## src/rtl/slt_iter_unit.sv

```systemverilog
// Iterative set-less-than unit: compares a and b CHUNK bits per cycle from the MSB
// end and returns an rd-ready SLT/SLTU/SGE/SGEU result with valid/ready and flush.
// Ports:
//   clk, rst_n                  clock and async active-low reset
//   flush                       drops any in-flight or held operation
//   in_valid, in_ready          request handshake
//   a, b, op                    operands and op (op[0] unsigned, op[1] invert)
//   out_valid, out_ready        result handshake
//   result, lt, eq              zero-extended result, raw less-than, equality
module slt_iter_unit #(
  parameter int WIDTH = 64,
  parameter int CHUNK = 8
) (
  input  logic             clk,
  input  logic             rst_n,
  input  logic             flush,
  input  logic             in_valid,
  output logic             in_ready,
  input  logic [WIDTH-1:0] a,
  input  logic [WIDTH-1:0] b,
  input  logic [1:0]       op,
  output logic             out_valid,
  input  logic             out_ready,
  output logic [WIDTH-1:0] result,
  output logic             lt,
  output logic             eq
);

  localparam int NCHUNK = WIDTH / CHUNK;
  localparam int IW = (NCHUNK > 1) ? $clog2(NCHUNK) : 1;
  localparam logic [IW-1:0] TOP = IW'(NCHUNK - 1);
  localparam logic [WIDTH-1:0] MSB = WIDTH'(1) << (WIDTH - 1);

  typedef enum logic [1:0] {
    IDLE,
    CMP,
    DONE
  } state_t;

  state_t           state_q, state_d;
  logic [WIDTH-1:0] a_q, a_d;
  logic [WIDTH-1:0] b_q, b_d;
  logic [IW-1:0]    idx_q, idx_d;
  logic             inv_q, inv_d;
  logic             lt_q, lt_d;
  logic             eq_q, eq_d;
  logic             res_q, res_d;
  logic [CHUNK-1:0] a_c, b_c;
  logic             c_lt;

  assign a_c  = a_q[int'(idx_q) * CHUNK +: CHUNK];
  assign b_c  = b_q[int'(idx_q) * CHUNK +: CHUNK];
  assign c_lt = (a_c < b_c);

  always_comb begin
    state_d = state_q;
    a_d     = a_q;
    b_d     = b_q;
    idx_d   = idx_q;
    inv_d   = inv_q;
    lt_d    = lt_q;
    eq_d    = eq_q;
    res_d   = res_q;
    unique case (state_q)
      IDLE: begin
        if (in_valid && !flush) begin
          // Flipping the sign bit maps signed order onto unsigned order.
          a_d     = op[0] ? a : (a ^ MSB);
          b_d     = op[0] ? b : (b ^ MSB);
          inv_d   = op[1];
          idx_d   = TOP;
          state_d = CMP;
        end
      end
      CMP: begin
        if (flush) begin
          state_d = IDLE;
        end else if (a_c != b_c) begin
          lt_d    = c_lt;
          eq_d    = 1'b0;
          res_d   = inv_q ^ c_lt;
          state_d = DONE;
        end else if (idx_q == '0) begin
          lt_d    = 1'b0;
          eq_d    = 1'b1;
          res_d   = inv_q;
          state_d = DONE;
        end else begin
          idx_d = idx_q - 1'b1;
        end
      end
      DONE: begin
        if (flush) begin
          lt_d    = 1'b0;
          eq_d    = 1'b0;
          res_d   = 1'b0;
          state_d = IDLE;
        end else if (out_ready) begin
          state_d = IDLE;
        end
      end
      default: state_d = IDLE;
    endcase
  end

  always_ff @(posedge clk or negedge rst_n) begin
    if (!rst_n) begin
      state_q <= IDLE;
      a_q     <= '0;
      b_q     <= '0;
      idx_q   <= '0;
      inv_q   <= 1'b0;
      lt_q    <= 1'b0;
      eq_q    <= 1'b0;
      res_q   <= 1'b0;
    end else begin
      state_q <= state_d;
      a_q     <= a_d;
      b_q     <= b_d;
      idx_q   <= idx_d;
      inv_q   <= inv_d;
      lt_q    <= lt_d;
      eq_q    <= eq_d;
      res_q   <= res_d;
    end
  end

  assign in_ready  = (state_q == IDLE);
  assign out_valid = (state_q == DONE);
  assign result    = WIDTH'(res_q);
  assign lt        = lt_q;
  assign eq        = eq_q;

endmodule
```

## config.mk

```make
export PLATFORM = sky130hd
export DESIGN_NAME = slt_iter_unit
export DESIGN_NICKNAME = d
export VERILOG_FILES = /design/src/rtl/slt_iter_unit.sv
export SDC_FILE = /design/constraint.sdc
export NUM_CORES = 1
export LEC_CHECK = 0
export CORE_UTILIZATION = 51
export CTS_CLUSTER_SIZE = 12
export DETAILED_ROUTE_END_ITERATION = 8
export HOLD_SLACK_MARGIN = 0.05
export MAX_ROUTING_LAYER = met4
export PLACE_DENSITY = 0.93
export RECOVER_POWER = 25
export SLEW_MARGIN = 20
export SYNTH_ARGS = -nofsm -noshare
export SYNTH_HDL_FRONTEND = slang
export SYNTH_SLANG_ARGS = --single-unit
```

## constraint.sdc

```tcl
create_clock -name clk -period 6.8 [get_ports clk]
set_input_delay 1.02 -clock clk [delete_from_list [all_inputs] [get_ports clk]]
set_output_delay 1.02 -clock clk [all_outputs]
set_load 0.005 [all_outputs]
```

# Yosys cells after proc, flatten, opt, wreduce, memory -nomap -nowiden
# Index checks and enable logic that the tools add are counted.
dict set report totals {
  regBits 137
  in_bits 135
  latch_bits 0
  mem_bits_rw 0
  out_inout_bits 68
  rom_bits 0
  elab_cells 63
  memories 0
}
dict set report op_classes {
  div_mod_pow 0
  muxes 27
  n_addsub 1
  order_cmp 1
  eq_ne 11
  mul 0
  bitwise_logic 3
  n_shift 2
  reduce_logical 10
}
# cell count
set ops {}
lappend ops {{64-bit 2-to-1 mux} 2}
lappend ops {{64-bit by 7-bit variable part select with 8-bit output} 2}
lappend ops {{2-bit 2-to-1 mux} 6}
lappend ops {{3-bit 2-to-1 mux} 4}
lappend ops {{1-bit 2-to-1 mux} 10}
lappend ops {{8-bit less-than comparator} 1}
lappend ops {{2-bit inequality test (second input constant)} 4}
lappend ops {{8-bit inequality test} 1}
lappend ops {{1-bit one-hot mux with 2 select lines} 3}
lappend ops {{2-bit one-hot mux with 3 select lines} 1}
lappend ops {{3-bit one-hot mux with 2 select lines} 1}
lappend ops {{5-bit AND reduction} 1}
lappend ops {{4-bit inequality test (second input constant)} 1}
lappend ops {{4-bit AND reduction} 1}
lappend ops {{2-bit nonzero test} 2}
lappend ops {{3-bit logical NOT} 1}
lappend ops {{3-bit by 2-bit inequality test with 1-bit output (second input constant)} 1}
lappend ops {{3-bit inequality test (second input constant)} 1}
lappend ops {{3-bit AND reduction} 1}
lappend ops {{3-bit by 1-bit subtractor with 3-bit output (second input constant)} 1}
lappend ops {{2-bit by 1-bit equality test with 1-bit output (second input constant)} 1}
lappend ops {{2-bit equality test (second input constant)} 1}
lappend ops {{2-bit logical NOT} 1}
lappend ops {{2-bit by 1-bit inequality test with 1-bit output (second input constant)} 1}
lappend ops {{other kinds (5)} 6}

# Logic depth before layout (Yosys ltp)
# Gate-level depths: netlist (run 1).
dict set report depth {
  depth_word 6
  mapped_depth 10
  depth_no_buf 8
}

# Least setup slack after synthesis (run 1)
# OpenSTA, ideal clock, no wires.
dict set report synth_path {
  path_type {register to register}
  startpoint {register idx_q[0]}
  endpoint {register idx_q[2]}
  n_path_buf 2
  stages_incl_launch_ff 11
  synth_period_minus_slack_ns 2.825
  setup_slack_ns 3.975
  arrival_ns 2.755
  path_cell_list {dfrtp_1 > buf_2 > buf_4 > mux4_2 > mux2_2 > ha_1 > nand4_1 > o31ai_1 > o21ai_1 > or3_1 > nand3b_1}
}
dict set report synth_between {
  elab_chain_cells 5
}
# element line
set synth_lines {}
lappend synth_lines {{start: declaration} 43} ;# logic [IW-1:0] idx_q, idx_d;
lappend synth_lines {{start signal: assignment} 120} ;# idx_q <= idx_d;
lappend synth_lines {{parallel branches: the longest is 5 deep, another holds 64-bit by 7-bit variable part select with 8-bit output} -}
# Several ways; the timed one is not identified. The select of a mux whose other input is x is not followed.
# A chain may end at the register's enable or synchronous reset.

==> run_results.csv, run 1 <==
group,metric,value,unit
die,io_pins,203,
sta,setup_tns,0,ns
detailed_routing,drc,0,
detailed_routing,dr.pass1.iters,4,
synthesis,synth_area,6810,µm²
final_layout,syn2layout_area_growth,27.2,%
clock_tree,cts_hold_buf,0,
synthesis,async_reset_ff_frac,1.00,
power_and_ir_drop,leakagePower,3.68,nW
synthesis,yosysWarnings,0,
power_and_ir_drop,ir_drop,220,µV
synthesis,yosys_register_bits,137,
status,violations,"max-capacitance violations, max-slew violations",
placement,io_buffers,139,
detailed_routing,via_per_inst,5.30,
grt,antenna_found_initial,0,
setup_path,crit_arrival,4.62,ns
die,dieArea,13800,µm²
flow_run,cap_violations,1,
sta,fin_hold_ws,0.505,ns
power_and_ir_drop,p_per_area,391,nW/µm²
clock_tree,postCtsResizedCells,0,
clock_tree,cts_setup_buffers,0,
status,status,"finished, violations left",
synthesis,synth_edf_count,0,
clock_tree,cts_max_path_buffers,2,
detailed_routing,drtIter0Drc,181,
setup_path,critPathTopFamily,"buffers and inverters",
detailed_routing,routed_wl,14.6,mm
die,initial_utilization,0.531,
detailed_routing,num_vias,4141,
setup_path,critPathBufInv,2,
final_layout,final_layout_size_suffix_gt1_frac,0.345,
sta,tightest_slew,3.64,ns
final_layout,final_core_util,0.675,
sta,setup_ws,2.62,ns
sta,finalCritPeriodShare,0.614,
placement,placed_area,8070,µm²
setup_path,crit_path_top_delay_cell,"clkbuf_1",
setup_path,ff2ff_setup_slack,3.27,ns
synthesis,ys_types,30,
sta,fin_worst_skew,0.00825,ns
final_layout,num-fill-cells,855,
synthesis,synth_flop_cell,"dfrtp_1",
grt,grt_max_degree,80,
sta,setup_violations,0,
die,rows,41,
grt,grt_pass1_vias,4525,
die,die_w,118,µm
final_layout,layout_common_cells,"clkdlybuf4s50_1, mux2_2, dfrtp_1",
final_layout,final_common_cell,"clkdlybuf4s50_1",
grt,grt_pass1_wl,23.8,mm
detailed_routing,drtAntennaViolNets,0,
final_layout,finalNetCount,741,
grt,grtUsageTotal,0.236,
hold_path,holdCritPathClass,"register to register",
clock_tree,cts.sinks,137,
detailed_routing,wl_per_cell,18.7,µm
sta,fin_crit,4.18,ns
setup_path,cp_data_required_time,7.25,ns
setup_path,critPathKind,"input pin to asynchronous set/reset pin",
synthesis,syn_area_per_cell,14.8,µm²
setup_path,critPathMaxStageDelay,2.50,ns
synthesis,ys_seq_area_frac,0.503,
final_layout,final_cell_area,8660,µm²
placement,place.gp.congestion,0.812,
setup_path,crit_path_end_kind,"asynchronous set/reset pin",
clock_tree,htreeDepth,4,
sta,max_clock_freq,0.239,GHz
grt,overflow,0,
sta,grt_setup_unrepaired,"no",
clock_tree,clkLatencyLatePin,0.43,ns
setup_path,path_cells,"clkbuf_1 > buf_4",
clock_tree,clk_pin_slew,0.06,ns
sta,slew_viol_final,70,
final_layout,antenna-diode-count,0,
sta,hold_viol_final,0,
clock_tree,cts_made_buffers,17,
placement,post-dp-hpwl,10.6,mm
placement,detailedPlace.worstSlack,3.26,ns
setup_path,crit_fanout,69,
synthesis,syn_inst,459,
clock_tree,cts_root_buf,"clkbuf_16",
die,core,12800,µm²
sta,maxSlewHeadroom,-1.42,
clock_tree,cts_tree,"built",
setup_path,cp-start-kind,"input pin",
die,die_h,118,µm
[cell usage after synthesis (2+ instances only)]
master	number	area share
buf_4	76	0.084
o31ai_1	3	0.0033
nand3_1	4	0.0029
ha_1	10	0.018
nand2_1	4	0.0022
mux2i_1	8	0.012
a21oi_1	5	0.0037
o21ai_0	2	0.0015
nor2_1	4	0.0022
mux4_2	32	0.11
xnor2_1	2	0.0026
buf_2	7	0.0051
clkbuf_1	4	0.0022
dfrtp_1	137	0.50
o211ai_1	2	0.0022
nand4_1	2	0.0018
mux2_2	137	0.23
inv_1	5	0.0028
nor2b_1	4	0.0037
[sequential cells by signal, summed over array words and instances (netlist names)]
register and flops:
a_q 64, b_q 64, idx_q 3, state_q 2, eq 1, inv_q 1, lt 1, res_q 1
[kinds of logic (layout without fill, tap and decap cells)]
family	after synthesis	count (layout)	synth area share
simple gates	23	23	0.0213
fa+ha+maj	10	10	0.0184
other cells	1	63	0.000551
compound gates	16	16	0.0152
buf+inv	93	181	0.0944
flops	137	137	0.503
mux	177	177	0.344
xor+xnor	2	2	0.00257
[power by group]
part	internal, mW	leakage, nW	switching, mW
combinational	0.670	1.80	0.382
clock	0.576	0.289	0.358
sequential	1.16	1.60	0.241
[cell type report]
cell class / count / area, µm² / share of cell area
sequential: 137 / 3430 / 0.396
multi-input combinational: 291 / 2970 / 0.343
timing repair buffer: 144 / 1420 / 0.164
clock buffer: 17 / 425 / 0.0491
tap: 172 / 215 / 0.0249
clock inverter: 15 / 176 / 0.0204
inverter: 5 / 18.8 / 0.00217
[worst paths after layout]
check                         start        to  cells after the start
setup reg to reg           idx_q[0]  idx_q[2]                      9
min in group asynchronous     rst_n   a_q[60]                      1
hold reg to reg             b_q[18]   b_q[18]                      1
max in group clk           idx_q[0]  idx_q[2]                      9
setup / recovery              rst_n   b_q[49]                      2
hold / removal              b_q[18]   b_q[18]                      1
[per-layer routing]
layer / wire length (µm) / up-vias / GRT usage
met5: 0 / - / -
met4: 395 / 0 / 0.0970
met3: 989 / 30 / 0.0756
met2: 6850 / 188 / 0.354
met1: 6370 / 2097 / 0.297
li1: - / 1826 / -
[metrics by stage]
stage          total power [mW]  instances
2_1_floorplan              2.14        521
3_3_place_gp               2.40        749
3_5_place_dp               2.46        749
4_1_cts                    3.41        781
5_1_grt                    3.57        781
6_report                   3.39        781
Note: power is estimated with default switching activity, not from simulation.
==> inputs of run 2 (changes only) <==
- CORE_UTILIZATION: 51 -> 48
- PLACE_DENSITY: 0.93 -> 0.88
- clock period: 6.8 -> 3.92 ns (I/O delays scaled with it)
==> run 2 against run 1 <==
The run still ends with max-capacitance violations, max-slew violations left. Cell area grew 1.9%. Worst hold slack worse by 0.0049 ns. Clock skew is essentially flat. Total power is 82% higher. Routed wire length increased by 0.78%. Sequential power up 72%.
==> run_results.csv, run 2 (synthesis results as in run 1) <==
group,metric,value,unit
sta,tightest_slew,2.69,ns
power_and_ir_drop,p_per_area,699,nW/µm²
sta,slew_viol_final,111,
detailed_routing,routed_wl,14.7,mm
setup_path,r2r-end,"idx_q[2]",
clock_tree,cts_hold_buf,0,
status,status,"finished, violations left",
clock_tree,cts_root_buf,"clkbuf_16",
setup_path,crit_fanout,11,
sta,setup_ws,0.644,ns
grt,overflow,0,
placement,io_buffers,139,
detailed_routing,drtAntennaViolNets,0,
setup_path,cp-start-kind,"register",
setup_path,critPathBufInv,1,
clock_tree,cts_max_path_buffers,2,
clock_tree,postCtsResizedCells,0,
detailed_routing,wl_per_cell,18.6,µm
sta,max_clock_freq,0.305,GHz
power_and_ir_drop,ir_drop,347,µV
grt,grt_pass1_vias,4313,
clock_tree,clk_pin_slew,0.06,ns
setup_path,cp_data_required_time,4.27,ns
die,dieArea,14700,µm²
grt,grt_max_degree,111,
status,violations,"max-capacitance violations, max-slew violations",
sta,finalCritPeriodShare,0.836,
setup_path,critPathTopFamily,"multiplexers",
flow_run,cap_violations,1,
setup_path,critPathKind,"register to register",
final_layout,antenna-diode-count,0,
detailed_routing,via_per_inst,5.18,
detailed_routing,num_vias,4095,
setup_path,crit_arrival,3.62,ns
grt,grtUsageTotal,0.225,
hold_path,min_from,"a_q[48]",
setup_path,critPathMaxStageDelay,0.65,ns
setup_path,crit_path_end_kind,"register",
setup_path,cp.depth,9,
placement,place.gp.congestion,0.858,
hold_path,holdCritPathClass,"register to register",
clock_tree,cts_setup_buffers,0,
detailed_routing,drc,0,
clock_tree,htreeDepth,4,
die,die_h,121,µm
hold_path,whs_endpoint,"a_q[48]",
final_layout,final_layout_size_suffix_gt1_frac,0.345,
setup_path,crit_path_top_delay_cell,"dfrtp_2",
die,core,13900,µm²
sta,fin_crit,3.28,ns
die,die_w,121,µm
sta,hold_viol_final,0,
final_layout,final_common_cell,"clkdlybuf4s50_1",
clock_tree,clkLatencyLatePin,0.42,ns
sta,setup_tns,0,ns
detailed_routing,dr.pass1.iters,4,
clock_tree,cts.sinks,137,
final_layout,syn2layout_area_growth,29.5,%
die,rows,43,
sta,grt_setup_unrepaired,"no",
setup_path,path_cells,"buf_4 > mux4_2 > mux2_2 > ha_1 > nand4_1 > o31ai_1 > o21ai_1 > or3_1 > nand3b_1",
final_layout,reg.largest.list,"a_q (64), b_q (64), idx_q (3)",
sta,maxSlewHeadroom,-0.792,
clock_tree,cts_made_buffers,17,
setup_path,reg2reg_from,"idx_q[0]",
die,initial_utilization,0.491,
final_layout,multi_input_area,2970,µm²
clock_tree,cts_tree,"built",
final_layout,num-fill-cells,1002,
sta,fin_worst_skew,0.00801,ns
setup_path,ff2ff_setup_slack,0.64,ns
power_and_ir_drop,leakagePower,3.76,nW
final_layout,layout_common_cells,"clkdlybuf4s50_1, mux2_2, dfrtp_1",
final_layout,finalNetCount,743,
grt,grt_pass1_wl,23.4,mm
hold_path,holdPathStages,1,
grt,antenna_found_initial,0,
placement,detailedPlace.worstSlack,0.663,ns
die,io_pins,203,
setup_path,reg2regPathDepth,9,
detailed_routing,drtIter0Drc,236,
placement,post-dp-hpwl,10.6,mm
sta,setup_violations,0,
final_layout,regArea,3430,µm²
## run 2: worst reg2reg max path: stages (launching register included)
cell      delay (ns)
dfrtp_2         0.65
buf_4           0.31
mux4_2          0.53
mux2_2          0.28
ha_1            0.32
nand4_1         0.19
o31ai_1         0.28
o21ai_1         0.20
or3_1           0.36
nand3b_1        0.09
## run 2: how the worst max path moves through the flow
stage	start	end
finish	idx_q[0]	idx_q[2]
CTS	idx_q[0]	idx_q[2]
global placement	idx_q[0]	idx_q[2]
global route	idx_q[0]	idx_q[2]
detailed placement	idx_q[0]	idx_q[2]
floorplan	idx_q[0]	idx_q[2]
## run 2: through the flow
step                      power, mW  hold WS [ns]  area (µm²)  std cells  utilization
after floorplan                3.71         0.292        7040        521            -
after global placement         4.18         0.485        8130        759        0.586
after detailed placement       4.30         0.491        8130        759        0.586
after CTS                      6.22         0.330        8830        791        0.636
after global routing           6.50         0.523        8820        791        0.635
final                          6.17         0.500        8820        791        0.635
## run 2: layer usage
metal  track usage  share of wire  vias to the layer above
met3        0.0658          0.064                       25
met2         0.349           0.49                      181
met4        0.0718          0.018                        0
met5             -              0                        -
li1              -              -                     1827
met1         0.287           0.43                     2062
## run 2: cell type report
class	count	area share
timing repair buffer	146	0.167
clock buffer	21	0.0522
clock inverter	11	0.0271
tap	180	0.0255
sequential	137	0.389
inverter	5	0.00213
multi-input combinational	291	0.337
## run 2: power by group
part / switching (mW) / internal, mW
logic: 0.696 / 1.19
registers: 0.389 / 2.02
clock network: 0.592 / 1.29
total: 1.68 / 4.49
